[src/rtl/alu_arb_pkg.sv]
// Shared types and constants for the ALU arbiter slice.
// State encoding, ALU opcodes and PSW bit positions.
package alu_arb_pkg;

  typedef enum logic [1:0] {
    IDLE,
    EXEC,
    RESP
  } arb_state_t;

  localparam logic [2:0] OP_ADD = 3'd0;
  localparam logic [2:0] OP_SUB = 3'd1;
  localparam logic [2:0] OP_NOT = 3'd2;
  localparam logic [2:0] OP_SHL = 3'd3;
  localparam logic [2:0] OP_SHR = 3'd4;
  localparam logic [2:0] OP_AND = 3'd5;
  localparam logic [2:0] OP_OR  = 3'd6;
  localparam logic [2:0] OP_XOR = 3'd7;

  localparam int PSW_Z = 0;
  localparam int PSW_C = 1;
  localparam int PSW_S = 2;
  localparam int PSW_X = 3;

endpackage

[src/rtl/alu_arbiter_rr_arbiter.sv]
// Combinational round-robin picker: first request at or
// after the pointer, wrapping, as one-hot plus index.
module rr_arbiter #(
  parameter int NUM_REQ = 4,
  parameter int ID_W    = 2
) (
  input  logic [NUM_REQ-1:0] req_i,
  input  logic [ID_W-1:0]    ptr_i,
  output logic [NUM_REQ-1:0] gnt_o,
  output logic [ID_W-1:0]    idx_o
);

  int              p;
  logic [ID_W-1:0] pi;

  // Walk offsets high to low so the smallest offset wins.
  always_comb begin
    gnt_o = '0;
    idx_o = '0;
    p     = 0;
    pi    = '0;
    for (int k = NUM_REQ - 1; k >= 0; k--) begin
      p = int'(ptr_i) + k;
      if (p >= NUM_REQ) p = p - NUM_REQ;
      pi = p[ID_W-1:0];
      if (req_i[pi]) begin
        gnt_o     = '0;
        gnt_o[pi] = 1'b1;
        idx_o     = pi;
      end
    end
  end

endmodule

[src/rtl/alu_arbiter.sv]
// Round-robin front end sharing one 8-bit ALU between requesters.
// Define ALU_ARB_LOCK_EN to add req_lock bounded grant holding.
module alu_arbiter
  import alu_arb_pkg::*;
#(
  parameter int NUM_REQ  = 4,
  parameter int ID_W     = 2
`ifdef ALU_ARB_LOCK_EN
  ,
  parameter int LOCK_MAX = 4
`endif
) (
  input  logic                 clk,
  input  logic                 rst_n,
  input  logic [NUM_REQ-1:0]   req_valid,
  output logic [NUM_REQ-1:0]   req_ready,
  input  logic [NUM_REQ*8-1:0] req_a,
  input  logic [NUM_REQ*8-1:0] req_b,
  input  logic [NUM_REQ*3-1:0] req_op,
`ifdef ALU_ARB_LOCK_EN
  input  logic [NUM_REQ-1:0]   req_lock,
`endif
  output logic [7:0]           alu_a,
  output logic [7:0]           alu_b,
  output logic [2:0]           alu_sel,
  input  logic [7:0]           alu_result,
  input  logic [3:0]           alu_psw,
  output logic                 rsp_valid,
  input  logic                 rsp_ready,
  output logic [ID_W-1:0]      rsp_id,
  output logic [7:0]           rsp_result,
  output logic [3:0]           rsp_psw
);

  arb_state_t         state_q;
  logic [ID_W-1:0]    ptr_q;
  logic [ID_W-1:0]    id_q;
  logic [7:0]         a_q;
  logic [7:0]         b_q;
  logic [2:0]         op_q;
  logic [7:0]         res_q;
  logic [3:0]         psw_q;
  logic               rsp_valid_q;
  logic [NUM_REQ-1:0] rr_gnt;
  logic [NUM_REQ-1:0] gnt;
  logic [ID_W-1:0]    rr_idx;
  logic [ID_W-1:0]    gnt_idx;
  logic [ID_W-1:0]    ptr_d;
  logic               accept;

  rr_arbiter #(
    .NUM_REQ(NUM_REQ),
    .ID_W   (ID_W)
  ) u_rr (
    .req_i(req_valid),
    .ptr_i(ptr_q),
    .gnt_o(rr_gnt),
    .idx_o(rr_idx)
  );

`ifdef ALU_ARB_LOCK_EN
  logic lock_q;
  logic hold;
  logic lock_keep;
  int   lock_cnt_q;
  int   lock_cnt_d;

  // The last accepted requester keeps the grant while it holds lock.
  assign hold       = lock_q && req_valid[id_q];
  assign lock_cnt_d = hold ? lock_cnt_q + 1 : 0;
  assign lock_keep  = req_lock[gnt_idx] &&
                      (lock_cnt_d < LOCK_MAX - 1);
  assign gnt_idx    = hold ? id_q : rr_idx;
  assign gnt        = hold ? NUM_REQ'(1) << id_q : rr_gnt;

  always_ff @(posedge clk or negedge rst_n) begin
    if (!rst_n) begin
      lock_q     <= 1'b0;
      lock_cnt_q <= 0;
    end else if (state_q == IDLE) begin
      if (accept) begin
        lock_q     <= lock_keep;
        lock_cnt_q <= lock_keep ? lock_cnt_d : 0;
      end else if (lock_q && !req_valid[id_q]) begin
        lock_q     <= 1'b0;
        lock_cnt_q <= 0;
      end
    end
  end
`else
  assign gnt_idx = rr_idx;
  assign gnt     = rr_gnt;
`endif

  assign req_ready = (state_q == IDLE) ? gnt : '0;
  assign accept    = |req_ready;
  assign ptr_d     = (gnt_idx == ID_W'(NUM_REQ - 1)) ?
                     '0 : gnt_idx + ID_W'(1);

  assign alu_a      = a_q;
  assign alu_b      = b_q;
  assign alu_sel    = op_q;
  assign rsp_valid  = rsp_valid_q;
  assign rsp_id     = id_q;
  assign rsp_result = res_q;
  assign rsp_psw    = psw_q;

  always_ff @(posedge clk or negedge rst_n) begin
    if (!rst_n) begin
      state_q     <= IDLE;
      ptr_q       <= '0;
      id_q        <= '0;
      a_q         <= '0;
      b_q         <= '0;
      op_q        <= '0;
      res_q       <= '0;
      psw_q       <= '0;
      rsp_valid_q <= 1'b0;
    end else begin
      unique case (state_q)
        IDLE: begin
          if (accept) begin
            a_q     <= req_a[8*gnt_idx +: 8];
            b_q     <= req_b[8*gnt_idx +: 8];
            op_q    <= req_op[3*gnt_idx +: 3];
            id_q    <= gnt_idx;
            ptr_q   <= ptr_d;
            state_q <= EXEC;
          end
        end
        EXEC: begin
          res_q       <= alu_result;
          psw_q       <= alu_psw;
          rsp_valid_q <= 1'b1;
          state_q     <= RESP;
        end
        RESP: begin
          if (rsp_ready) begin
            rsp_valid_q <= 1'b0;
            state_q     <= IDLE;
          end
        end
        default: state_q <= IDLE;
      endcase
    end
  end

endmodule

[config.mk]
export PLATFORM = sky130hd
export DESIGN_NAME = alu_arbiter
export DESIGN_NICKNAME = d
export VERILOG_FILES = /design/src/rtl/alu_arb_pkg.sv /design/src/rtl/alu_arbiter_rr_arbiter.sv /design/src/rtl/alu_arbiter.sv
export SDC_FILE = /design/constraint.sdc
export NUM_CORES = 1
export LEC_CHECK = 0
export CAP_MARGIN = 30
export CORE_ASPECT_RATIO = 0.75
export CORE_MARGIN = 8
export CORE_UTILIZATION = 40
export DETAILED_ROUTE_END_ITERATION = 12
export PLACE_DENSITY_LB_ADDON = 0.2
export SETUP_SLACK_MARGIN = 0.4
export SLEW_MARGIN = 20
export SYNTH_ARGS = -nofsm -noshare
export SYNTH_HDL_FRONTEND = slang
export SYNTH_SLANG_ARGS = --single-unit
export TNS_END_PERCENT = 100
[constraint.sdc]
create_clock -name clk -period 4 [get_ports clk]
set_clock_uncertainty 0.2 [all_clocks]
set_input_delay 0.6 -clock clk [delete_from_list [all_inputs] [get_ports clk]]
set_output_delay 0.6 -clock clk [all_outputs]
set_load 0.01 [all_outputs]
; ---- Word-level counts from Yosys, hierarchy flattened
; Cells that the tools add are included.
[op_classes]
n_eq_ne = 5
add_sub_neg = 8
muxes = 35
shift = 3
order_cmp = 12
multipliers = 1
n_reduce_logical = 10
[op_table]
columns = cell, count
row1 = $shiftx 32x6->8, 2
row2 = $mux 2, 11
row3 = $mux 4, 5
row4 = $lt 2x3->1 const B, 4
row5 = $shiftx 12x5->3, 1
row6 = $ge 3x3->1 const B, 3
row7 = $mux 1, 9
row8 = $bmux 1 s2, 4
row9 = $demux 1 s2, 4
row10 = $ge 2x1->1 const B, 4
row11 = $sub 2x1->2 const B, 4
row12 = $add 2x2->3 const B, 2
row13 = $pmux 2 s3, 1
row14 = $reduce_and 2->1, 3
row15 = $eq 2x2->1 const B, 2
row16 = $logic_and 1x1->1, 4
row17 = $mul 2x2->4 const A, 1
row18 = $ne 2x2->1 const B, 2
row19 = $reduce_or 4->1, 1
row20 = $add 2x1->3 const B, 1
row21 = $ge 2x3->1 const B, 1
row22 = $add 2x1->2 const B, 1
row23 = $eq 2x1->1 const B, 1
row24 = $logic_not 2->1, 1
row25 = 2 further kinds, 2
[totals]
output_inout_bits = 38
inputBits = 95
reg_bits = 38

; ---- Depth between registers and ports, before layout
; Gate-level depths: netlist of run 1.
[logic_depth]
word_depth = 15
mapped_depth = 13

; ---- By module
; Synthesis of run 1 repeated with hierarchy kept, for this count alone.
[unflattened]
hier_cells = 175
hier_area_um2 = 2537.4
[by_module_without_submodules]
columns = mod, n_inst, cells_per_inst, area_per_inst_um2
row1 = alu_arbiter, 1, 115, 2042.0
row2 = rr_arbiter, 1, 60, 495.5

; ---- Worst setup path after synthesis of run 1
; No wires, ideal clock.
[synth_path]
path_kind = register -> register
from = reg ptr_q[0]
to = reg ptr_q[1]
stages_incl_launch_ff = 14
period_less_slack_ns = 3.880
t_arrival_ns = 3.552
slack_ns = 0.120
setup_time_ns = 0.127
required_time_ns = 3.673
cell_sequence = dfrtp_1 > buf_6 > clkbuf_1 > inv_1 > ha_1 > buf_2 > mux4_2 > nor2b_1 > or3_1 > nor3b_1 > buf_2 > or2_1 > ha_1 > mux2_1
[synth_between]
word_cells_on_any_way = 57
classes_between = 8 x add/sub / 12 x order compare / 1 x eq/ne / 30 x mux / 6 x reduce/logical
[synth_rtl]
columns = item, line_no
row1 = from (decl), alu_arbiter.sv:36  ; logic [ID_W-1:0] ptr_q;
row2 = from (signal assigned), alu_arbiter.sv:127  ; ptr_q <= ptr_d;
row3 = $add 2x2->3, alu_arbiter_rr_arbiter.sv:23  ; p = int'(ptr_i) + k;
row4 = $ge 3x3->1 or $sub 2x1->2 (tied branches), alu_arbiter_rr_arbiter.sv:24  ; if (p >= NUM_REQ) p = p - NUM_REQ;
row5 = $mux 2, alu_arbiter_rr_arbiter.sv:24
row6 = $bmux 1 s2, alu_arbiter_rr_arbiter.sv:26  ; if (req_i[pi]) begin
row7 = $mux 1 (not written as such), alu_arbiter_rr_arbiter.sv:26
row8 = $mux 2 (3 in a row), alu_arbiter_rr_arbiter.sv:26
row9 = $mux 2 *, alu_arbiter_rr_arbiter.sv:26
row10 = net gnt_idx[0], alu_arbiter.sv:47  ; logic [ID_W-1:0] gnt_idx;
row11 = $add 2x1->2 or $eq 2x2->1 (tied branches), "alu_arbiter.sv:98, alu_arbiter.sv:97"
row12 = $mux 2 *, alu_arbiter.sv:97  ; assign ptr_d = (gnt_idx == ID_W'(NUM_REQ - 1)) ?
row13 = net ptr_d[1], alu_arbiter.sv:48  ; logic [ID_W-1:0] ptr_d;
; The timed path passes the listed nets; every way through them passes the cells marked *. The select of a mux whose other input is x is not followed.
; A chain may end at the register's enable or synchronous reset.

; ---- Worst setup path after layout of run 1
[layout_path]
from = in req_valid[3]
to = out req_ready[1]
[layout_between]
elab_chain_len = 7
word_cells_on_any_way = 13
classes_between = 13 x mux
[layout_rtl]
columns = item, line_no
row1 = from (decl), alu_arbiter.sv:15  ; input logic [NUM_REQ-1:0] req_valid,
row2 = $bmux 1 s2, alu_arbiter_rr_arbiter.sv:26
row3 = $mux 1 (not written as such), alu_arbiter_rr_arbiter.sv:26
row4 = $mux 4 (3 in a row), alu_arbiter_rr_arbiter.sv:26
row5 = $mux 4 *, alu_arbiter_rr_arbiter.sv:26
row6 = $mux 4 *, alu_arbiter.sv:95  ; assign req_ready = (state_q == IDLE) ? gnt : '0;
row7 = to (decl), alu_arbiter.sv:16  ; output logic [NUM_REQ-1:0] req_ready,
; Mark *: on every way between the ends. The rest lies on a longest branch, timed or not. The select of a mux whose other input is x is not followed.

==> impl_metrics.csv, run 1 <==
group,metric,value,unit
yosys,synth_top_area_share,29.62,%
layout,nNetsFinal,574,
setup_path,end_kind,"primary output",
power_and_ir_drop,vdd_drop_max,0.0004411,V
clock_network,cts_tree,"done",
routing,ant_nets,0,
global_route,grt_max_degree,53,
sta,fin_setup_tns,0,ps
placement,placed_cell_area,4717,sq um
yosys,yosysTopAreaCell,"dfrtp_1",
yosys,synth_flop_cell,"dfrtp_1",
power_and_ir_drop,p_sw_share,46.55,%
layout,layout-drive-gt1-share,21.23,%
sta,worstMarginPinSlew,850.3,ps
setup_path,path_cells,"clkdlybuf4s50_1 -> mux4_2 -> buf_4 -> buf_4 -> or4b_4 -> a31oi_4 -> dlymetal6s2s_1",
yosys,yosysWarnings,0,
routing,vias,3528,
layout,final_cell_count_no_fill,576,
clock_network,postCtsHoldBufs,0,
power_and_ir_drop,power.leakage,1.936,nW
sta,holdWs,47.77,ps
clock_network,ctsLongestPathBuffers,2,
routing,routed_wl,11.74,mm
setup_path,reg2reg_from,"ptr_q[1]",
setup_path,worstPathMaxFanout,5,
floorplan,initial_core_util,40.91,%
yosys,syn_inst,331,
global_route,grt_usage,19.30,%
yosys,yosys_register_bits,38,
clock_network,cts_sinks,38,
global_route,grt_pass1_wl,17.79,mm
flow_run,drv_cap,0,
power_and_ir_drop,switching_power,2.227,mW
sta,drv_slew,0,
floorplan,die_x,119.5,um
layout,n_antenna_cell,0,
clock_network,clock_latency,300,ps
clock_network,cts_inserted_buffers,5,
placement,place_hpwl,8.438,mm
floorplan,io_pins,133,
power_and_ir_drop,p_clk_share,7.1,%
floorplan,rows,28,
power_and_ir_drop,cell_internal_pwr,2.557,mW
placement,gp_congestion,0.8112,
layout,area_delta_synth_final,54.95,%
yosys,synth_area_leaders,"dfrtp_1 30%, a221oi_1 11%, o31ai_2 7.0%, a221o_1 5.9%, o311ai_0 5.2%",
setup_path,crit_path_frequent_cell,"buf_4",
layout,finish.utilization,63.39,%
routing,dr.first_iter.drc_count,408,
global_route,grt_pass1_vias,3477,
clock_network,cts_root_buf,"clkbuf_8",
routing,drc,0,
worst_hold_path,hold_class,"input pin to asynchronous set/reset pin",
global_route,grt_overflow,0,
yosys,synth_most_common_cell,"nand2_1",
routing,avgRoutedWirePerCell,20.38,um
setup_path,crit_path_start_kind,"input pin",
yosys,post_synth_instance_area,3211,sq um
power_and_ir_drop,power_density,961.8,nW/um^2
yosys,syn_area_per_cell,9.700,sq um
setup_path,setup.worst_path.end,"req_ready[1]",
yosys,post_synth_num_cell_types,43,
sta,min_period,3654,ps
outcome,outcome,"complete, no violations",
yosys,synth_seq_area_share,29.62,%
floorplan,design.core.area,7848,sq um
setup_path,worstPathArrival,2850,ps
floorplan,fp.dieH,93.59,um
setup_path,crit_start,"req_valid[3]",
yosys,synth_edf_count,0,
sta,max_slew_margin,43.31,%
sta,setup_violations,0,
layout,fin_area,4975,sq um
setup_path,r2r_cells,9,
yosys,synthTopCellsByCount,"44 x nand2_1, 39 x a221oi_1, 38 x dfrtp_1, 24 x clkbuf_1",
power_and_ir_drop,combPwrFrac,77.6,%
sta,finalHoldViolations,0,
global_route,antenna_found_initial,0,
placement,dp_cells,554,
power_and_ir_drop,p_seq_share,15.3,%
sta,rsz0062_at_grt,"yes",
setup_path,cp_slowest_cell,"mux4_2",
placement,io_buffers,132,
power_and_ir_drop,p_total,4.785,mW
sta,fin_crit_sh,91.35,%
setup_path,r2r_slack,650,ps
sta,fmaxAchievable,0.2737,GHz
setup_path,worstPathRequired,3200,ps
setup_path,critPathKind,"input pin to primary output",
clock_network,ctsHtreeMaxLevel,2,
routing,vias_per_cell,6.125,
sta,layout_setup_ws,346.0,ps
yosys,async_flop_share,100.0,%
setup_path,slowest_delay,540,ps
routing,drtPass1Iterations,5,
setup_path,r2r_end,"ptr_q[1]",
yosys,syn-num-nets,435,
clock_network,clkTransAtPathRegs,90,ps
placement,dpl_worst_slack,167.4,ps
floorplan,die_area,11180,sq um
-- state kept, by name (all words and copies together), names as in the netlist --
signal / count
alu_b: 8
rsp_result: 8
ptr_q: 2
rsp_valid: 1
alu_sel: 3
rsp_psw: 4
alu_a: 8
rsp_id: 2
state_q: 2
-- layer usage --
metal / GRT usage (%) / part of all wire (%) / vias to the layer above
li1: - / - / 1629
met1: 24.46 / 42 / 1710
met2: 31.55 / 47 / 182
met3: 6.683 / 9.8 / 7
met4: 3.316 / 0.69 / 0
met5: 0 / 0 / -
-- kinds of logic (layout without fill, tap and decap cells) --
| group | Yosys count | in the layout | synth area share [%] |
|---|---|---|---|
| flip-flops | 38 | 38 | 29.62 |
| adder cells (fa/ha/maj) | 9 | 9 | 3.507 |
| AND/OR/NAND/NOR | 86 | 86 | 14.38 |
| buffers and inverters | 54 | 194 | 7.599 |
| AO/OA/AOI/OAI | 123 | 123 | 36.20 |
| multiplexers | 21 | 21 | 8.691 |
-- power groups by stage --
stage | clock, mW | sequential (mW) | combinational [mW]
CTS | 0.344 | 0.741 | 3.58
floorplan | 0 | 0.811 | 2.29
finish | 0.339 | 0.731 | 3.72
global route | 0.364 | 0.758 | 4.01
global placement | 0 | 0.736 | 3.45
detailed placement | 0 | 0.747 | 3.54
-- worst max-delay path: cells and delay by family --
family                 cells  cell delay (ps)
and+or+nand+nor            1              520
AOI/OAI and AO/OA          1              240
muxes                      1              540
buffers and inverters      4              960
-- layout by cell type, fill, tap and decap left out, types with 2 or more instances in the layout --
cell / instances
o31ai_1: 3
inv_1: 14
nand2_1: 44
nor2_1: 5
dfrtp_1: 37
mux2_1: 2
a21oi_1: 4
nand2b_1: 2
or4b_4: 3
mux4_2: 4
clkdlybuf4s50_1: 127
clkbuf_8: 5
a221oi_1: 39
nand4_1: 19
dlymetal6s2s_1: 4
nand3b_1: 4
a211o_1: 4
clkinvlp_4: 2
a221o_1: 19
buf_12: 2
a21oi_2: 2
o31ai_2: 17
o311ai_0: 19
buf_4: 34
mux2_2: 13
o21ai_0: 5
a31oi_4: 3
inv_2: 2
ha_1: 8
-- what timing repair did --
item	CTS	global route
hold endpoints to repair	0	0
pin swaps	0	0
resized for setup	0	5
buffers inserted	3	10
endpoints found under the setup margin	4	13
-- worst min path at each step --
stage                     slack, ps        from  cells after the start             to
final                            50       rst_n                      1       alu_a[3]
after global routing             80       rst_n                      1  rsp_result[6]
after global placement          260  alu_sel[2]                      2     alu_sel[2]
after CTS                       250       rst_n                      1      rsp_id[1]
after detailed placement        270    alu_a[7]                      2       alu_a[7]
after floorplan                 100       rst_n                      0       alu_a[0]
-- area by class of cell --
| class | count | area (sq um) |
|---|---|---|
| clock buffers | 5 | 68.82 |
| clock inverters | 3 | 45.04 |
| fillers | 639 | 2873 |
| inverters | 17 | 63.81 |
| multi-input cells | 239 | 2064 |
| flip-flops and latches | 38 | 952.2 |
| well taps | 105 | 131.4 |
| repair buffers | 169 | 1649 |
(Power assumes the default switching activity.)
==> inputs of run 2 (changes only) <==
--- a/config.mk
+++ b/config.mk
@@ -10,6 +10,7 @@
 export CORE_MARGIN = 8
 export CORE_UTILIZATION = 40
 export DETAILED_ROUTE_END_ITERATION = 12
+export MAX_ROUTING_LAYER = met4
 export PLACE_DENSITY_LB_ADDON = 0.2
 export SETUP_SLACK_MARGIN = 0.4
 export SLEW_MARGIN = 20
==> run 2 against run 1 <==
Effect of this change: hold slack improved by 250 ps; clock power barely moved; first-iteration DRC count fell by 13%; cell count rose by 0.17%; combinational power barely moved; register-to-register slack barely moved; count of clock-buffer cells in the layout did not move; non-clock buffer count rose by 1; via count fell by 0.43%; design area barely moved; power barely moved; highest routed layer unchanged.
==> impl_metrics.csv, run 2 (synthesis results as in run 1) <==
group,metric,value,unit
global_route,grt_pass1_vias,3477,
setup_path,cp_top_family,"buffers and inverters",
global_route,grt_max_degree,53,
clock_network,ctsHtreeMaxLevel,2,
layout,layout_commonest_cell,"clkdlybuf4s50_1",
routing,avgRoutedWirePerCell,20.29,um
layout,layout-drive-gt1-share,21.19,%
setup_path,worstPathRequired,3200,ps
sta,finalHoldViolations,0,
floorplan,design.core.area,7848,sq um
worst_hold_path,hp-start,"alu_sel[0]",
clock_network,cts_sinks,38,
power_and_ir_drop,p_clk_share,7.1,%
placement,dpl_worst_slack,167.4,ps
power_and_ir_drop,combPwrFrac,77.6,%
floorplan,die_area,11180,sq um
sta,setup_violations,0,
clock_network,cts_root_buf,"clkbuf_8",
layout,n_antenna_cell,0,
setup_path,crit_path_frequent_cell,"buf_4",
floorplan,rows,28,
global_route,grt_usage,19.89,%
clock_network,clkTransAtPathRegs,90,ps
power_and_ir_drop,p_total,4.786,mW
setup_path,end_kind,"primary output",
routing,drtPass1Iterations,6,
sta,fin_setup_tns,0,ps
sta,rsz0062_at_grt,"yes",
floorplan,initial_core_util,40.91,%
power_and_ir_drop,vdd_drop_max,0.0004434,V
setup_path,reg2reg_from,"ptr_q[1]",
placement,placed_cell_area,4717,sq um
clock_network,clock_latency,300,ps
floorplan,fp.dieH,93.59,um
routing,vias_per_cell,6.088,
sta,layout_setup_ws,329.6,ps
floorplan,io_pins,133,
layout,final_cell_mix,"127 x clkdlybuf4s50_1, 44 x nand2_1, 39 x a221oi_1, 37 x dfrtp_1, 34 x buf_4",
layout,area_delta_synth_final,55.03,%
setup_path,r2r_slack,650,ps
power_and_ir_drop,switching_power,2.230,mW
setup_path,r2r_cells,9,
setup_path,critPathKind,"input pin to primary output",
setup_path,crit_path_start_kind,"input pin",
clock_network,cts_inserted_buffers,5,
sta,worstMarginPinSlew,838.5,ps
layout,fin_area,4977,sq um
placement,gp_congestion,0.8231,
power_and_ir_drop,p_sw_share,46.58,%
setup_path,slowest_delay,540,ps
sta,drv_slew,0,
global_route,antenna_found_initial,0,
sta,fin_crit_sh,91.76,%
layout,nNetsFinal,575,
layout,multi_input_area,2064,sq um
setup_path,worstPathMaxFanout,5,
power_and_ir_drop,power_density,961.6,nW/um^2
clock_network,cts_tree,"done",
sta,max_slew_margin,44.10,%
routing,ant_nets,0,
worst_hold_path,hold_class,"flop to flop",
setup_path,cp_slowest_cell,"mux4_2",
power_and_ir_drop,cell_internal_pwr,2.557,mW
sta,min_period,3670,ps
sta,fmaxAchievable,0.2725,GHz
clock_network,ctsLongestPathBuffers,2,
routing,drc,0,
setup_path,path_buf_inv,4,
setup_path,path_cells,"clkdlybuf4s50_1 -> mux4_2 -> buf_4 -> buf_4 -> or4b_4 -> a31oi_4 -> dlymetal6s2s_1",
flow_run,drv_cap,0,
outcome,outcome,"complete, no violations",
power_and_ir_drop,power.leakage,1.937,nW
global_route,grt_overflow,0,
worst_hold_path,whs_endpoint,"alu_sel[0]",
layout,ff_latch_area,952.2,sq um
setup_path,r2r_end,"ptr_q[1]",
routing,dr.first_iter.drc_count,353,
power_and_ir_drop,p_seq_share,15.3,%
global_route,grt_pass1_wl,17.76,mm
routing,routed_wl,11.71,mm
placement,place_hpwl,8.438,mm
floorplan,die_x,119.5,um
routing,vias,3513,
layout,finish.utilization,63.42,%
placement,io_buffers,132,
layout,fill_cells,639,
setup_path,worst-path-stages,7,
worst_hold_path,holdPathStages,2,
setup_path,worstPathArrival,2870,ps
## run 2: changes by cell type in the layout (fill, tap and decap cells not counted), sizes merged
cell,change
dlygate4sd3,+1
## run 2: through the flow
step / hold slack [ps] / cells
floorplan: 104.4 / 331
global route: 319.6 / 577
detailed placement: 274.0 / 554
CTS: 245.3 / 565
global placement: 259.6 / 553
finish: 292.9 / 577
## run 2: how the worst max path moves through the flow
stage,endpoint,from,slack (ps)
after detailed placement,req_ready[1],req_valid[3],170
after global placement,req_ready[1],req_valid[1],210
final,req_ready[1],req_valid[3],330
after CTS,req_ready[1],ptr_q[0],180
after floorplan,ptr_q[1],ptr_q[0],400
after global routing,req_ready[1],req_valid[1],300
## run 2: metal layers
layer / global-route usage (%) / up-vias / wire length, um
li1: - / 1624 / -
met1: 25.43 / 1696 / 5245
met2: 31.32 / 181 / 5456
met3: 5.057 / 12 / 898
met4: 3.938 / 0 / 109
met5: - / - / 0
## run 2: repair_timing
item	in CTS	in global routing
hold buffers	0	1
setup buffers	3	10
gates resized for setup	0	5
hold endpoints to repair	0	8
endpoints found under the setup margin	4	13
## run 2: tightest hold or removal path, cell delays in order (launching register included)
cell,delay [ps]
dfrtp_1,350
nand2_1,60
o31ai_2,50
## run 2: final cells by class
class	instances	share of cell area, %
Clock buffer	5	1.383
Clock inverter	3	0.9050
Inverter	17	1.282
Multi-Input combinational cell	239	41.48
Sequential cell	38	19.13
Tap cell	105	2.640
Timing Repair Buffer	170	33.18
## run 2: power by group through the flow
| stage | sequential [mW] | combinational [mW] | clock (mW) |
|---|---|---|---|
| after floorplan | 0.811 | 2.29 | 0 |
| after global placement | 0.736 | 3.45 | 0 |
| after CTS | 0.741 | 3.58 | 0.344 |
| after global routing | 0.758 | 4.01 | 0.363 |
| final | 0.731 | 3.72 | 0.339 |
| after detailed placement | 0.747 | 3.54 | 0 |
==> inputs of run 3 (changes only) <==
--- a/config.mk
+++ b/config.mk
@@ -5,6 +5,7 @@
 export SDC_FILE = /design/constraint.sdc
 export NUM_CORES = 1
 export LEC_CHECK = 0
+export ABC_AREA = 0
 export CAP_MARGIN = 30
 export CORE_ASPECT_RATIO = 0.75
 export CORE_MARGIN = 8
==> results of run 3 <==
The final DEF is identical to that of run 2; final timing and power are the same.
==> variant 1 (settings of run 2) <==
Add a define of `ALU_ARB_LOCK_EN`.
--- a/src/rtl/alu_arbiter.sv
+++ b/src/rtl/alu_arbiter.sv
@@ -1,5 +1,7 @@
 // Round-robin front end sharing one 8-bit ALU between requesters.
 // Define ALU_ARB_LOCK_EN to add req_lock bounded grant holding.
+`define ALU_ARB_LOCK_EN
+
 module alu_arbiter
   import alu_arb_pkg::*;
 #(
Ports: changed (added req_lock); port bits go from 133 to 137. The function was not compared with the original's and may differ.
==> variant 1 against run 2 <==
- final cell count up 43%
- routed wire length is 36% higher
- die area grew 46%
- highest routed layer unchanged
- cell area grew 45%
- critical path type is now in -> reg
- sequential cell count grew 33
- global-route usage is essentially flat
- synthesized cell count grew 50%
- worst setup slack improved by 0.056 ns
- count of clock-buffer cells in the layout up 6
- synthesized area is 55% higher
- clock power increased to 2.8 times the old value
- register-to-register slack worse by 0.26 ns
- largest cell class unchanged
- power is 22% higher
==> variant 1: results <==
outcome:
  status: "finished, final reports clean"
global_route:
  grt_pass1_wl_um: 25200
  groute.layer.met1.usage_pct: 25.5
  track_usage_pct: 19.9
  gr-usage-met3_pct: 6.70
  grt_pass1_vias: 4984
  grt_max_degree: 37
  met2_usage_pct: 29.6
  antenna_found_initial: 0
yosys:
  synth_compound_area_share_pct: 17.2
  synth.top_cells.by_area: "dfrtp_1 36%, mux4_2 10%, mux2_2 7.5%, a31oi_1 4.5%, nand3_1 2.5%"
  synthesis.nets: 606
  synth_mux_area_share_pct: 19.9
  synth_xor_xnor_area_share_pct: 1.93
  synth.distinct_cells: 60
  synth_fa_ha_area_share_pct: 2.26
critical_path:
  crit_path_end: "lock_cnt_q[13]"
  cp_max_fo: 10
  reg2regPathDepth: 11
  critPathMaxStageDelay_ns: 0.59
  crit_arrival_ns: 3.63
  startpoint: "req_valid[0]"
  rr_startpoint: "ptr_q[0]"
detailed_routing:
  route.vias.total: 4920
  drt_iter0_drc: 523
  wl_per_cell_um: 19.3
  vias_per_cell: 5.98
placed_design:
  routabilityCongestion: 0.952
  dpl.hpwl_um: 11900
  place_inst: 795
  post-place-ws_ns: -0.00853
  portBuffers: 136
clock_tree:
  clkTransAtPathRegs_ns: 0.06
  post_cts_buffers: 6
  cts-resized-gates: 13
  insertion_delay_ns: 0.33
  cts_root_buf: "clkbuf_16"
  cts_buffers: 9
power:
  cellLeakagePower_uw: 0.00283
  peakVddDrop_uv: 495
finish:
  layout.filler_cells: 998
  fin_nets: 760
timing:
  worst_pin_slew_ns: 0.845
  hold_ws_ns: 0.173
  worst_slack_ns: 0.385
min_path:
  hold_class: "in -> async"
variant 1: cell count changes after synthesis, moves of 11 or more:
cell | run 2 | this run
mux2_2 | 13 | 33
mux4_2 | 4 | 23
nand3_1 | 0 | 25
nand2_1 | 44 | 33
a221o_1 | 19 | 3
nor2_1 | 5 | 30
o311ai_0 | 19 | 2
o31ai_2 | 18 | 0
a221oi_1 | 39 | 2
dfrtp_1 | 38 | 71
a31oi_1 | 0 | 36
variant 1: area by class of cell:
type	instances	area (um^2)	share of cell area (%)
Multi-Input combinational cell	372	3100	42.8
Sequential cell	71	1780	24.6
Timing Repair Buffer	181	1730	23.9
Clock buffer	11	253	3.49
Tap cell	166	208	2.87
Clock inverter	5	104	1.44
Inverter	17	67.6	0.934
variant 1: routing by layer:
layer / up-vias / routed length (um)
met5: - / 0
met1: 2370 / 6950
met4: 0 / 207
met2: 285 / 6990
li1: 2246 / -
met3: 19 / 1760
variant 1: report_power, final:
group | switching [uW] | internal, uW
Sequential | 150 | 963
Combinational | 1770 | 2000
Clock | 307 | 643
==> variant 2 (config.mk and constraints of run 2) <==
Without the edit above. Encoding of `arb_state_t`: now one-hot (3 bits for 3 states).
--- a/src/rtl/alu_arb_pkg.sv
+++ b/src/rtl/alu_arb_pkg.sv
@@ -2,10 +2,10 @@
 // State encoding, ALU opcodes and PSW bit positions.
 package alu_arb_pkg;
 
-  typedef enum logic [1:0] {
-    IDLE,
-    EXEC,
-    RESP
+  typedef enum logic [2:0] {
+    IDLE = 3'b001,
+    EXEC = 3'b010,
+    RESP = 3'b100
   } arb_state_t;
 
   localparam logic [2:0] OP_ADD = 3'd0;
Behaviour: no difference found for any inputs over 10 cycles, from zero or initial values and one cycle with rst_n low; not proved beyond that.
==> variant 2 against run 2 <==
- power rose by 18%
- routed wire length rose by 22%
- die area rose by 19%
- synthesized area rose by 22%
- sequential cell count rose by 1
- clock power rose by 19%
- cell area rose by 12%
- worst setup slack improved by 0.19 ns
- largest power group unchanged
- combinational power rose by 20%
==> variant 2: results <==
outcome:
  status: "finished, final reports clean"
placed_design:
  routabilityCongestion: 0.801
  portBuffers: 132
  placed_area_um2: 5370
  dpl.hpwl_um: 10000
yosys:
  synthesis.nets: 546
  async_flop_share_pct: 100
  synth.distinct_cells: 35
  synth.top_cells.by_area: "dfrtp_1 24%, o221ai_1 8.7%, a311oi_1 8.5%, a211oi_1 7.3%, mux2i_1 7.2%"
  synth_xor_xnor_area_share_pct: 0.224
  synth_fa_ha_area_share_pct: 2.56
  synth_compound_area_share_pct: 33.7
  ys_warn_count: 0
  ys_seq_area_share_pct: 24.9
  synth_mux_area_share_pct: 20.8
  synth_common_cells: "47 x clkbuf_1, 43 x inv_1, 41 x o21ai_0"
clock_tree:
  cts_buffers: 5
  cts_root_buf: "clkbuf_16"
  clockBufferDepth: 2
  insertion_delay_ns: 0.28
  clkTransAtPathRegs_ns: 0.05
min_path:
  whs_path_depth: 1
  min_to: "rsp_id[1]"
  hold_class: "reg -> reg"
  worstHoldStart: "rsp_id[1]"
power:
  peakVddDrop_uv: 464
  pwr-share-comb_pct: 79.0
  cellLeakagePower_uw: 0.00221
  seq_power_uw: 784
  p_sw_uw: 2660
  p_int_uw: 3000
critical_path:
  cp_max_fo: 18
  r2r_slack_ns: 0.62
  reg2regPathDepth: 7
  crit_arrival_ns: 2.68
  rr_startpoint: "ptr_q[0]"
  crit_path_end: "req_ready[1]"
  r2r_end: "alu_b[2]"
  cp-start-kind: "flop"
global_route:
  track_usage_pct: 21.8
  grt_max_degree: 45
  grt_pass1_wl_um: 22600
  grt_pass1_vias: 4317
  antenna_found_initial: 0
finish:
  area_growth_pct: 42.4
  n_antenna_cell: 0
  drive_gt1_share_pct: 15.5
  fin_nets: 649
detailed_routing:
  dr.pass1.iters: 5
  vias_per_cell: 6.30
  drt_iter0_drc: 406
  wl_um: 14200
flow_run:
  cap_violations: 0
timing:
  slew_headroom_pct: 43.8
## variant 2: changes by cell type after synthesis, sizes merged, moves of 24 or more
cell    change
a211oi     +38
a221oi     -39
a311oi     +38
clkbuf     +24
inv        +27
mux2i      +26
nand2      -42
nand3      +38
o21ai      +35
o221ai     +39
## variant 2: final cells by class
class                           instances  area (um^2)
Fill cell                             855         4000
Multi-Input combinational cell        305         2620
Timing Repair Buffer                  152         1500
Sequential cell                        39          981
Tap cell                              132          165
Inverter                               43          164
Clock buffer                            7          143
Clock inverter                          1         5.00
## variant 2: through the flow
| stage | util, % | hold WS (ns) | instances | setup WS (ns) |
|---|---|---|---|---|
| finish | 58.2 | 0.305 | 679 | 0.520 |
| CTS | 57.7 | 0.286 | 675 | 0.421 |
| global placement | 56.1 | 0.290 | 666 | 0.163 |
| global route | 58.2 | 0.316 | 679 | 0.409 |
| detailed placement | 56.1 | 0.298 | 666 | 0.102 |
| floorplan | - | 0.104 | 443 | 0.406 |
## variant 2: timing repair
| action | 4_1_cts | 5_1_grt |
|---|---|---|
| resized for setup | 6 | 1 |
| cloned | 0 | 0 |
| buffers inserted | 1 | 1 |
| hold buffers | 0 | 1 |
| pin swaps | 0 | 0 |
| hold endpoints to repair | 0 | 8 |
| endpoints found under the setup margin | 5 | 4 |
## variant 2: critical path: stages (launching register included)
cell and delay, ns:
dfrtp_1 0.35, buf_4 0.28, mux4_2 0.54, nor2b_2 0.19, a221o_1 0.29, o221a_2 0.26
clkdlybuf4s50_1 0.48
## variant 2: per-layer routing
metal | wire length [um] | share of wire, % | track usage [%] | up-vias
met5 | 0 | 0 | - | -
met4 | 104 | 0.73 | 3.65 | 0
met3 | 1110 | 7.8 | 4.21 | 19
met2 | 6790 | 48 | 35.5 | 212
met1 | 6230 | 44 | 27.9 | 2089
li1 | - | - | - | 1958
